`config.mk`:
```
export PLATFORM = sky130hd
export DESIGN_NAME = bus_arbiter_n
export DESIGN_NICKNAME = d
export VERILOG_FILES = /design/src/rtl/bus_arb_pkg.sv /design/src/rtl/bus_arb_pick.sv /design/src/rtl/bus_arbiter_n.sv
export SDC_FILE = /design/constraint.sdc
export NUM_CORES = 1
export LEC_CHECK = 0
export ABC_AREA = 1
export CAP_MARGIN = 20
export CORE_MARGIN = 4
export CORE_UTILIZATION = 50
export CTS_BUF_LIST = sky130_fd_sc_hd__clkbuf_4
export DETAILED_ROUTE_END_ITERATION = 16
export PLACE_DENSITY = 0.74
export SLEW_MARGIN = 20
export SYNTH_ARGS = -nofsm -noshare
export SYNTH_HDL_FRONTEND = slang
export SYNTH_SLANG_ARGS = --single-unit
export TNS_END_PERCENT = 20
```
`constraint.sdc`:
```
create_clock -name bus_clk -period 4.1 [get_ports bus_clk]
set_input_delay 1.025 -clock bus_clk [delete_from_list [all_inputs] [get_ports bus_clk]]
set_output_delay 1.025 -clock bus_clk [all_outputs]
set_load 0.02 [all_outputs]
```
`src/rtl/bus_arb_pkg.sv`:
```
// Shared constants and enums for the N-master bus arbiter.
package bus_arb_pkg;

    // Grants, requests and locks are all active-low on the pins
    localparam logic ENABLE  = 1'b0;
    localparam logic DISABLE = 1'b1;

    typedef enum logic [1:0] {
        PARK = 2'd0,
        BUSY = 2'd1,
        LOCK = 2'd2
    } arb_state_e;

    typedef enum logic {
        MODE_FIXED = 1'b0,
        MODE_RR    = 1'b1
    } arb_mode_e;

endpackage

```
`src/rtl/bus_arb_pick.sv`:
```
// Winner search: first candidate at offsets 0..NUM_M-1 from start, wrapping.
module bus_arb_pick #(
    parameter int unsigned NUM_M = 4,
    parameter int unsigned IW    = $clog2(NUM_M)
) (
    input  logic [NUM_M-1:0] req,
    input  logic [IW-1:0]    start,
    input  logic [NUM_M-1:0] excl,
    output logic [IW-1:0]    winner,
    output logic             found
);

    logic [NUM_M-1:0] cand;

    assign cand = req & ~excl;

    // Scan candidates in circular order starting at start; first hit wins
    always_comb begin
        logic [IW-1:0] idx;
        winner = '0;
        found  = 1'b0;
        idx    = '0;
        for (int unsigned off = 0; off < NUM_M; off++) begin
            idx = IW'((32'(start) + off) % NUM_M);
            if (!found && cand[idx]) begin
                found  = 1'b1;
                winner = idx;
            end
        end
    end

endmodule

```
`src/rtl/bus_arbiter_n.sv`:
```
// N-master bus arbiter: fixed-priority or round-robin, sticky grants,
// lock support and tenure limit under contention. Grants are registered.
module bus_arbiter_n
    import bus_arb_pkg::*;
#(
    parameter int unsigned NUM_M      = 4,
    parameter int unsigned MAX_TENURE = 16,
    parameter int unsigned IW         = $clog2(NUM_M)
) (
    input  logic             bus_clk,
    input  logic             bus_rst,
    input  logic             arb_mode,
    input  logic [NUM_M-1:0] m_reqn,
    input  logic [NUM_M-1:0] m_lockn,
    output logic [NUM_M-1:0] m_grntn,
    output logic [IW-1:0]    bus_owner,
    output logic             tenure_exp
);

    localparam int unsigned TW = (MAX_TENURE < 1) ? 1 : $clog2(MAX_TENURE + 1);
    localparam logic [TW-1:0] TEN_LAST = TW'((MAX_TENURE == 0) ? 0 : MAX_TENURE - 1);
    localparam logic [TW-1:0] TEN_MAX  = TW'(MAX_TENURE);
    localparam logic          TEN_ON   = (MAX_TENURE != 0);

    arb_state_e       state, state_d;
    logic [IW-1:0]    owner_d;
    logic [TW-1:0]    tenure, tenure_d;
    logic             exp_d;
    logic [NUM_M-1:0] grntn_d;

    logic [NUM_M-1:0] req, lock, own_mask, pick_excl;
    logic             own_req, own_lock, win_lock, found;
    logic [IW-1:0]    pick_start, winner;

    assign req      = ~m_reqn;
    assign lock     = ~m_lockn;
    assign own_mask = NUM_M'(1) << bus_owner;
    assign own_req  = |(req & own_mask);
    assign own_lock = |(lock & own_mask);
    assign win_lock = |(lock & (NUM_M'(1) << winner));

    // Round-robin searches from owner+1; fixed priority always from index 0
    assign pick_start = (arb_mode == MODE_RR)
                      ? ((bus_owner == IW'(NUM_M - 1)) ? '0 : bus_owner + IW'(1))
                      : '0;
    // A parked owner competes (last in RR order); otherwise it is excluded
    assign pick_excl  = (state == PARK) ? '0 : own_mask;

    bus_arb_pick #(
        .NUM_M (NUM_M),
        .IW    (IW)
    ) u_pick (
        .req    (req),
        .start  (pick_start),
        .excl   (pick_excl),
        .winner (winner),
        .found  (found)
    );

    // Next-state, ownership, tenure and grant decode
    always_comb begin
        state_d  = state;
        owner_d  = bus_owner;
        tenure_d = tenure;
        exp_d    = 1'b0;

        case (state)
            PARK: begin
                if (found) begin
                    owner_d  = winner;
                    state_d  = win_lock ? LOCK : BUSY;
                    tenure_d = '0;
                end
            end
            BUSY: begin
                if (!own_req) begin
                    tenure_d = '0;
                    if (found) begin
                        owner_d = winner;
                        state_d = win_lock ? LOCK : BUSY;
                    end else begin
                        state_d = PARK;
                    end
                end else if (own_lock) begin
                    state_d  = LOCK;
                    tenure_d = '0;
                end else if (TEN_ON && found) begin
                    if (tenure == TEN_LAST) begin
                        owner_d  = winner;
                        state_d  = win_lock ? LOCK : BUSY;
                        tenure_d = '0;
                        exp_d    = 1'b1;
                    end else if (tenure != TEN_MAX) begin
                        tenure_d = tenure + TW'(1);
                    end
                end
            end
            LOCK: begin
                if (!own_req) begin
                    tenure_d = '0;
                    if (found) begin
                        owner_d = winner;
                        state_d = win_lock ? LOCK : BUSY;
                    end else begin
                        state_d = PARK;
                    end
                end else if (!own_lock) begin
                    state_d  = BUSY;
                    tenure_d = '0;
                end
            end
            default: begin
                state_d  = PARK;
                tenure_d = '0;
            end
        endcase

        grntn_d          = {NUM_M{DISABLE}};
        grntn_d[owner_d] = ENABLE;
    end

    // State, owner and registered outputs; reset overrides every transition
    always_ff @(posedge bus_clk) begin
        if (bus_rst) begin
            state      <= PARK;
            bus_owner  <= '0;
            tenure     <= '0;
            tenure_exp <= 1'b0;
            m_grntn    <= ~NUM_M'(1);
        end else begin
            state      <= state_d;
            bus_owner  <= owner_d;
            tenure     <= tenure_d;
            tenure_exp <= exp_d;
            m_grntn    <= grntn_d;
        end
    end

endmodule
```
==> results of run 1 <==
layout by cell type, fill, tap and decap left out:
master,count
sky130_fd_sc_hd__nand4_4,1
sky130_fd_sc_hd__ha_1,6
sky130_fd_sc_hd__clkdlybuf4s50_1,17
sky130_fd_sc_hd__nand3_1,30
sky130_fd_sc_hd__o211ai_1,1
sky130_fd_sc_hd__xor2_1,2
sky130_fd_sc_hd__a211oi_1,1
sky130_fd_sc_hd__a21oi_1,7
sky130_fd_sc_hd__a21oi_2,1
sky130_fd_sc_hd__nand3_2,5
sky130_fd_sc_hd__o22ai_1,5
sky130_fd_sc_hd__nand3b_1,1
sky130_fd_sc_hd__clkbuf_4,3
sky130_fd_sc_hd__dfxtp_1,14
sky130_fd_sc_hd__and2_4,1
sky130_fd_sc_hd__nand2_1,40
sky130_fd_sc_hd__nand4_1,3
sky130_fd_sc_hd__o21a_1,1
sky130_fd_sc_hd__nor2_1,9
sky130_fd_sc_hd__nand2_2,14
sky130_fd_sc_hd__nor2_4,1
sky130_fd_sc_hd__a31oi_1,1
sky130_fd_sc_hd__clkinv_1,1
sky130_fd_sc_hd__nor2_2,3
sky130_fd_sc_hd__nor3_1,5
sky130_fd_sc_hd__o21ai_1,3
sky130_fd_sc_hd__o21ai_2,1
sky130_fd_sc_hd__inv_2,3
sky130_fd_sc_hd__and3_1,1
sky130_fd_sc_hd__nand2_4,2
sky130_fd_sc_hd__inv_1,26
sky130_fd_sc_hd__o21ai_0,10
worst min-delay path: stages, from the launching register on:
cell	delay (ps)
sky130_fd_sc_hd__dfxtp_1	340
sky130_fd_sc_hd__nand3_1	80
sky130_fd_sc_hd__inv_1	30
flip-flops by register name, summed over array words and instances, names as in the netlist:
signal / count
state: 2
bus_owner: 2
tenure: 5
m_grntn: 4
tenure_exp: 1
cell type report:
type | instances | area, µm² | area share
Clock inverter | 1 | 3.75 | 0.00249
Multi-Input combinational cell | 155 | 882 | 0.586
Tap cell | 30 | 37.5 | 0.0249
Timing Repair Buffer | 17 | 170 | 0.113
Clock buffer | 3 | 22.5 | 0.0150
Inverter | 29 | 109 | 0.0723
Sequential cell | 14 | 280 | 0.186
power breakdown:
group	switching [mW]	internal [mW]	total [mW]
clock network	0.0451	0.0353	0.0804
registers	0.0357	0.176	0.212
logic	0.570	0.324	0.895
total	0.651	0.535	1.19
cell families after synthesis:
kind of cell	after synthesis	share of synthesized area
buf+inv	30	0.0937
compound gates	31	0.139
xor+xnor	2	0.0137
fa+ha+maj	6	0.0585
simple gates	116	0.477
flops	14	0.219
final timing paths:
kind / startpoint / endpoint / cells past startpoint
hold reg to reg: tenure[4]$_SDFFE_PP0P_ / tenure[4]$_SDFFE_PP0P_ / 2
setup reg to reg: bus_owner[0]$_SDFF_PP0_ / m_grntn[2]$_SDFF_PP1_ / 20
hold / removal: tenure[4]$_SDFFE_PP0P_ / tenure[4]$_SDFFE_PP0P_ / 2
setup / recovery: arb_mode / m_grntn[2]$_SDFF_PP1_ / 20
per-layer routing:
| layer | wire, µm | GRT usage | part of all wire | vias to the layer above |
|---|---|---|---|---|
| met5 | 0 | 0 | 0 | - |
| met4 | 26 | 0.0712 | 0.0086 | 0 |
| met3 | 205 | 0.0307 | 0.068 | 2 |
| met2 | 1390 | 0.325 | 0.46 | 53 |
| met1 | 1410 | 0.258 | 0.46 | 633 |
| li1 | - | - | - | 703 |
==> impl_metrics.prom, run 1 <==
# TYPE chip_impl_metric gauge
chip_impl_metric{name="detail_route.iter0.violations",unit=""} 94
chip_impl_metric{name="io_buffers",unit=""} 17
chip_impl_metric{name="timing.critical_path.fanout_max",unit=""} 7
chip_impl_metric{name="report.final.setup_viol",unit=""} 0
chip_impl_metric{name="timing.final.crit_period",unit="ps"} 3150
chip_impl_metric{name="floorplan.initialDensity",unit=""} 0.522
chip_impl_metric{name="drt_first_pass_iters",unit=""} 4
chip_impl_metric{name="cts_buffers",unit=""} 3
chip_impl_metric{name="layout.filler_cells",unit=""} 247
chip_impl_metric{name="placedInstanceArea",unit="µm²"} 1480
chip_impl_metric{name="i_o_pin_total",unit=""} 18
chip_impl_metric{name="routabilityCongestion",unit=""} 0.936
chip_impl_metric{name="share_of_the_clock_period_used_by_the_worst_path",unit=""} 0.769
chip_impl_info{name="hold_path_class",value="reg -> reg"} 1
chip_impl_info{name="cts-root-buf",value="sky130_fd_sc_hd__clkbuf_4"} 1
chip_impl_metric{name="global_route.usage.total",unit=""} 0.196
chip_impl_metric{name="slowest_stage_delay_cp",unit="ps"} 620
chip_impl_metric{name="ant_nets",unit=""} 0
chip_impl_metric{name="report.final.hold_viol_count",unit=""} 0
chip_impl_metric{name="timing.hold.ws",unit="ps"} 480
chip_impl_metric{name="die-width",unit="µm"} 58.6
chip_impl_metric{name="synth.lib_cells_used.distinct",unit=""} 30
chip_impl_metric{name="final_core_utilization",unit=""} 0.613
chip_impl_metric{name="ys_ff_latch",unit=""} 14
chip_impl_metric{name="finish.net_count",unit=""} 237
chip_impl_metric{name="syn_area_per_cell",unit="µm²"} 6.44
chip_impl_metric{name="pre_cts_ws",unit="ps"} 656
chip_impl_metric{name="stdcell_count",unit=""} 249
chip_impl_metric{name="n_antenna_cell",unit=""} 0
chip_impl_metric{name="clk_pin_slew",unit="ps"} 90
chip_impl_metric{name="die_area",unit="µm²"} 3440
chip_impl_info{name="setup.worst_path.class",value="in -> reg"} 1
chip_impl_info{name="rsz0062_at_grt",value="false"} 1
chip_impl_metric{name="wl",unit="mm"} 3.03
chip_impl_metric{name="core_region_area",unit="µm²"} 2450
chip_impl_info{name="critical-path-top-delay-family",value="simple AND/OR/NAND/NOR gates"} 1
chip_impl_info{name="post_synth_main_area_contributors",value="sky130_fd_sc_hd__dfxtp_1 (22%), sky130_fd_sc_hd__nand2_1 (12%), sky130_fd_sc_hd__nand3_1 (12%)"} 1
chip_impl_info{name="most_frequent_cells_after_synthesis",value="sky130_fd_sc_hd__nand2_1 (40), sky130_fd_sc_hd__nand3_1 (30), sky130_fd_sc_hd__inv_1 (26)"} 1
chip_impl_metric{name="syn-num-nets",unit=""} 216
chip_impl_metric{name="htree_levels",unit=""} 1
chip_impl_metric{name="maximum_number_of_pins_on_one_net_before_global_route_repair",unit=""} 10
chip_impl_info{name="timing.critical_path.from_type",value="input port"} 1
chip_impl_metric{name="final.setup.worst_slack",unit="ps"} 949
chip_impl_metric{name="ir_worst_vdd",unit="V"} 0.000472
chip_impl_info{name="worst_path_most_repeated_cell",value="sky130_fd_sc_hd__nand3_1"} 1
chip_impl_metric{name="final.setup.tns",unit="ps"} 0
chip_impl_metric{name="post_cts_buffers",unit=""} 0
chip_impl_metric{name="sequential_share_of_the_synthesized_area",unit=""} 0.219
chip_impl_metric{name="drt-wirelength-per-cell",unit="µm"} 12.2
chip_impl_metric{name="clock_insertion_delay_worst_skew",unit="ps"} 280
chip_impl_metric{name="row_count",unit=""} 18
chip_impl_metric{name="final_max_slew_viol_count",unit=""} 0
chip_impl_metric{name="mappedNetlistArea",unit="µm²"} 1280
chip_impl_metric{name="power.static_leakage",unit="nW"} 0.714
chip_impl_info{name="worst_setup_path_end_kind",value="flop"} 1
chip_impl_metric{name="crit_required",unit="ps"} 4270
chip_impl_metric{name="placed_cells_incl_taps",unit=""} 245
chip_impl_metric{name="max_cap_violations",unit=""} 0
chip_impl_metric{name="cts_buffer_depth",unit=""} 2
chip_impl_metric{name="ctsResizeCount",unit=""} 0
chip_impl_metric{name="via_count",unit=""} 1391
chip_impl_metric{name="cts.hold.buffers_added",unit=""} 0
chip_impl_info{name="synth_most_common_cell",value="sky130_fd_sc_hd__nand2_1"} 1
chip_impl_metric{name="worst-endpoint-arrival",unit="ps"} 3320
chip_impl_metric{name="clock-sinks",unit=""} 14
chip_impl_metric{name="globalRoute.totalOverflow",unit=""} 0
chip_impl_metric{name="timing_worst_slew_pin_value",unit="ps"} 598
chip_impl_info{name="status",value="finished clean"} 1
chip_impl_metric{name="grt_antenna_before_repair",unit=""} 0
chip_impl_metric{name="final_layout_size_suffix_gt1_frac",unit=""} 0.160
chip_impl_metric{name="fp.dieH",unit="µm"} 58.6
chip_impl_info{name="largest_area_contributor_in_the_netlist",value="sky130_fd_sc_hd__dfxtp_1"} 1
chip_impl_metric{name="post_synthesis_async_set_or_reset_flop_share",unit=""} 0
chip_impl_metric{name="dp.final_hpwl",unit="mm"} 2.50
chip_impl_metric{name="timing.max_slew.rel_slack",unit=""} 0.598
chip_impl_metric{name="synthesis.instances",unit=""} 199
chip_impl_metric{name="grt_pass1_wl",unit="mm"} 5.41
chip_impl_metric{name="area_delta_synth_final",unit="%"} 17.4
chip_impl_metric{name="first_global_vias",unit=""} 1297
chip_impl_metric{name="synthesis.yosys.warnings",unit=""} 0
chip_impl_metric{name="fin_worst_skew",unit="ps"} 12.9
chip_impl_metric{name="max_freq",unit="MHz"} 317
chip_impl_info{name="cts_tree",value="yes"} 1
chip_impl_metric{name="p_total",unit="mW"} 1.19
chip_impl_metric{name="drc_violations_left",unit=""} 0
chip_impl_info{name="cp_cell_sequence",value="clkdlybuf4s50_1, nand2_2, nor2_4, nand3_1, nand3_1, nand2_2, inv_1, nand4_1, nand3_1, nand2_2, inv_1, nand2_1, nand3_1, nand2_1, nand3_1, o21ai_1, o21ai_1, nand2_1, inv_2, nand2_1"} 1
chip_impl_metric{name="power_density",unit="nW/µm²"} 788
chip_impl_metric{name="fin_area",unit="µm²"} 1510
chip_impl_metric{name="route.detailed.vias_per_inst",unit=""} 5.59
chip_impl_info{name="crit_slowest_cell",value="sky130_fd_sc_hd__clkdlybuf4s50_1"} 1
chip_impl_metric{name="internal_reg_to_reg_setup_slack",unit="ps"} 1340
chip_impl_metric{name="synth_top_area_share",unit=""} 0.219
chip_impl_metric{name="synth_edf_count",unit=""} 0
chip_impl_info{name="dominantRegCellSynth",value="sky130_fd_sc_hd__dfxtp_1"} 1
chip_impl_metric{name="critical_path_buf_inv_count",unit=""} 4
No activity file was read; power rests on OpenSTA's default activity.
==> run 2: changes to the inputs <==
clock period = 2.9 ns   (was 4.1 ns; I/O delays follow)
==> run 2 against run 1 <==
  * Sequential cell count unchanged
  * Register-to-register slack worse by 1000 ps
  * Total power up 53%
  * Die area unchanged
  * Clock-buffer cell count unchanged
  * Combinational power up 56%
  * Largest cell class unchanged
  * Highest routed layer unchanged
==> impl_metrics.prom, run 2 (synthesized netlist as in run 1, its figures left out) <==
# TYPE chip_impl_metric gauge
chip_impl_metric{name="final.setup.worst_slack",unit="ps"} 311
chip_impl_metric{name="clock_power_share",unit=""} 0.064
chip_impl_metric{name="grt_antenna_before_repair",unit=""} 0
chip_impl_metric{name="global_route.usage.total",unit=""} 0.220
chip_impl_metric{name="finish.net_count",unit=""} 251
chip_impl_metric{name="timing.final.crit_period",unit="ps"} 2590
chip_impl_metric{name="globalRoute.totalOverflow",unit=""} 0
chip_impl_metric{name="final_max_slew_viol_count",unit=""} 0
chip_impl_metric{name="pre_cts_ws",unit="ps"} -192
chip_impl_info{name="worst_setup_path_startpoint",value="m_reqn[3]"} 1
chip_impl_metric{name="clock_insertion_delay_worst_skew",unit="ps"} 290
chip_impl_metric{name="drt_first_pass_iters",unit=""} 5
chip_impl_metric{name="p_total",unit="mW"} 1.81
chip_impl_metric{name="core_region_area",unit="µm²"} 2450
chip_impl_metric{name="cts_buffers",unit=""} 3
chip_impl_metric{name="share_of_the_clock_period_used_by_the_worst_path",unit=""} 0.893
chip_impl_metric{name="i_o_pin_total",unit=""} 18
chip_impl_metric{name="report.final.setup_viol",unit=""} 0
chip_impl_metric{name="clock-sinks",unit=""} 14
chip_impl_metric{name="maximum_number_of_pins_on_one_net_before_global_route_repair",unit=""} 9
chip_impl_metric{name="fp.dieH",unit="µm"} 58.6
chip_impl_metric{name="internal_power_contribution",unit="mW"} 0.864
chip_impl_metric{name="floorplan.initialDensity",unit=""} 0.522
chip_impl_info{name="worst_setup_path_end_kind",value="flop"} 1
chip_impl_metric{name="routabilityCongestion",unit=""} 1.00
chip_impl_metric{name="io_buffers",unit=""} 17
chip_impl_info{name="layout_common_cells",value="sky130_fd_sc_hd__nand2_1 (40), sky130_fd_sc_hd__nand3_1 (30), sky130_fd_sc_hd__inv_1 (26), sky130_fd_sc_hd__clkdlybuf4s50_1 (16)"} 1
chip_impl_info{name="cts-root-buf",value="sky130_fd_sc_hd__clkbuf_4"} 1
chip_impl_metric{name="cts_buffer_depth",unit=""} 2
chip_impl_metric{name="max_freq",unit="MHz"} 386
chip_impl_metric{name="row_count",unit=""} 18
chip_impl_metric{name="fin_worst_skew",unit="ps"} 11.5
chip_impl_info{name="rsz0062_at_grt",value="false"} 1
chip_impl_metric{name="power.static_leakage",unit="nW"} 0.791
chip_impl_metric{name="power_frac_seq",unit=""} 0.164
chip_impl_metric{name="clk_pin_slew",unit="ps"} 90
chip_impl_metric{name="timing.critical_path.fanout_max",unit=""} 4
chip_impl_metric{name="drc_violations_left",unit=""} 0
chip_impl_metric{name="worstRegToRegCells",unit=""} 20
chip_impl_metric{name="via_count",unit=""} 1474
chip_impl_metric{name="internal_reg_to_reg_setup_slack",unit="ps"} 330
chip_impl_metric{name="drt-wirelength-per-cell",unit="µm"} 12.9
chip_impl_metric{name="first_global_vias",unit=""} 1448
chip_impl_metric{name="power_density",unit="nW/µm²"} 1120
chip_impl_metric{name="route.detailed.vias_per_inst",unit=""} 5.60
chip_impl_metric{name="met3_wirelength",unit="µm"} 341
chip_impl_metric{name="max_cap_violations",unit=""} 0
chip_impl_metric{name="htree_levels",unit=""} 1
chip_impl_info{name="registers.top_by_ff_count",value="tenure"} 1
chip_impl_info{name="cts_tree",value="yes"} 1
chip_impl_info{name="topRoutingLayerUsed",value="met4"} 1
chip_impl_info{name="largestRegisters",value="tenure: 5 flops, m_grntn: 4 flops"} 1
chip_impl_info{name="layout.cells.most_common",value="sky130_fd_sc_hd__nand2_1"} 1
chip_impl_metric{name="die_area",unit="µm²"} 3440
chip_impl_info{name="timing.critical_path.from_type",value="input port"} 1
chip_impl_metric{name="final_layout_size_suffix_gt1_frac",unit=""} 0.215
chip_impl_metric{name="grt_pass1_wl",unit="mm"} 6.11
chip_impl_info{name="r2r_start",value="bus_owner[0]$_SDFF_PP0_"} 1
chip_impl_info{name="status",value="finished clean"} 1
chip_impl_metric{name="area_delta_synth_final",unit="%"} 25.9
chip_impl_metric{name="timing_worst_slew_pin_value",unit="ps"} 415
chip_impl_metric{name="placedInstanceArea",unit="µm²"} 1580
chip_impl_metric{name="dp.final_hpwl",unit="mm"} 2.75
chip_impl_metric{name="wl",unit="mm"} 3.39
chip_impl_metric{name="fin_area",unit="µm²"} 1610
chip_impl_metric{name="ir_worst_vdd",unit="V"} 0.000659
chip_impl_metric{name="met2_wirelength",unit="mm"} 1.58
chip_impl_metric{name="placed_cells_incl_taps",unit=""} 259
chip_impl_metric{name="power.combinational.fraction",unit=""} 0.772
chip_impl_info{name="worst_r2r_endpoint",value="m_grntn[3]$_SDFF_PP1_"} 1
chip_impl_metric{name="ant_nets",unit=""} 0
chip_impl_metric{name="detail_route.iter0.violations",unit=""} 88
chip_impl_metric{name="met1Wirelength",unit="mm"} 1.40
chip_impl_metric{name="final_core_utilization",unit=""} 0.657
chip_impl_metric{name="report.final.hold_viol_count",unit=""} 0
chip_impl_metric{name="net_switching_power_figure",unit="mW"} 0.950
chip_impl_metric{name="crit_required",unit="ps"} 3070
chip_impl_metric{name="die-width",unit="µm"} 58.6
chip_impl_metric{name="n_antenna_cell",unit=""} 0
chip_impl_info{name="hold_path_class",value="reg -> reg"} 1
chip_impl_metric{name="hold_path_depth",unit=""} 2
chip_impl_metric{name="timing.max_slew.rel_slack",unit=""} 0.723
chip_impl_metric{name="largest_register_ff_count",unit=""} 5
chip_impl_metric{name="stdcell_count",unit=""} 263
chip_impl_metric{name="worst-endpoint-arrival",unit="ps"} 2760
chip_impl_info{name="setup.worst_path.class",value="in -> reg"} 1
chip_impl_info{name="worst_setup_path_endpoint",value="m_grntn[3]$_SDFF_PP1_"} 1
chip_impl_metric{name="power.switching_fraction",unit=""} 0.524
## run 2: critical path: stages
cell,delay (ps)
sky130_fd_sc_hd__clkdlybuf4s50_1,480
sky130_fd_sc_hd__inv_1,60
sky130_fd_sc_hd__nand4_1,200
sky130_fd_sc_hd__nand3_1,120
sky130_fd_sc_hd__nand2_1,140
sky130_fd_sc_hd__nand4_1,120
sky130_fd_sc_hd__nand3_1,90
sky130_fd_sc_hd__nand2_2,90
sky130_fd_sc_hd__inv_1,120
sky130_fd_sc_hd__nand2_1,60
sky130_fd_sc_hd__nand3_1,70
sky130_fd_sc_hd__nand2_1,50
sky130_fd_sc_hd__nand3_1,70
sky130_fd_sc_hd__o21ai_1,60
sky130_fd_sc_hd__o21ai_1,90
sky130_fd_sc_hd__nand2_1,100
sky130_fd_sc_hd__inv_2,80
sky130_fd_sc_hd__nand2_1,50
## run 2: metrics by stage
step	hold slack, ps	setup TNS (ps)
6_report	501	0
5_1_grt	530	0
4_1_cts	496	0
3_5_place_dp	481	-1470
3_3_place_gp	466	-615
2_1_floorplan	446	0
## run 2: how the worst min path moves through the flow
stage	from	to	slack (ps)
2_1_floorplan	tenure[4]$_SDFFE_PP0P_	tenure[4]$_SDFFE_PP0P_	450
3_3_place_gp	tenure[4]$_SDFFE_PP0P_	tenure[4]$_SDFFE_PP0P_	470
3_5_place_dp	tenure[4]$_SDFFE_PP0P_	tenure[4]$_SDFFE_PP0P_	480
4_1_cts	tenure[4]$_SDFFE_PP0P_	tenure[4]$_SDFFE_PP0P_	500
5_1_grt	tenure[4]$_SDFFE_PP0P_	tenure[4]$_SDFFE_PP0P_	530
6_report	tenure[4]$_SDFFE_PP0P_	tenure[4]$_SDFFE_PP0P_	500
## run 2: power groups by stage
stage,Clock [mW],Sequential [mW],Combinational (mW)
6_report,0.117,0.297,1.40
2_1_floorplan,0,0.332,0.940
3_3_place_gp,0,0.296,1.36
3_5_place_dp,0,0.299,1.39
4_1_cts,0.120,0.295,1.40
5_1_grt,0.127,0.304,1.58
## run 2: cell type report
cell class                      instances  area, µm²
Sequential cell                        14        282
Inverter                               29        109
Clock buffer                            3       22.5
Clock inverter                          1       3.75
Fill cell                             220        841
Multi-Input combinational cell        155        882
Timing Repair Buffer                   31        278
Tap cell                               30       37.5
## run 2: what timing repair did
item                                    in CTS  in global routing
endpoints found under the setup margin       0                 11
setup buffers                                0                  0
hold buffers                                 0                  0
gates resized for setup                      0                  2
endpoints found under the hold margin        0                  0
## run 2: metal layers
metal,vias to the layer above,track usage
li1,731,-
met1,654,0.284
met2,78,0.372
met3,11,0.0417
met4,0,0.0615
met5,-,0
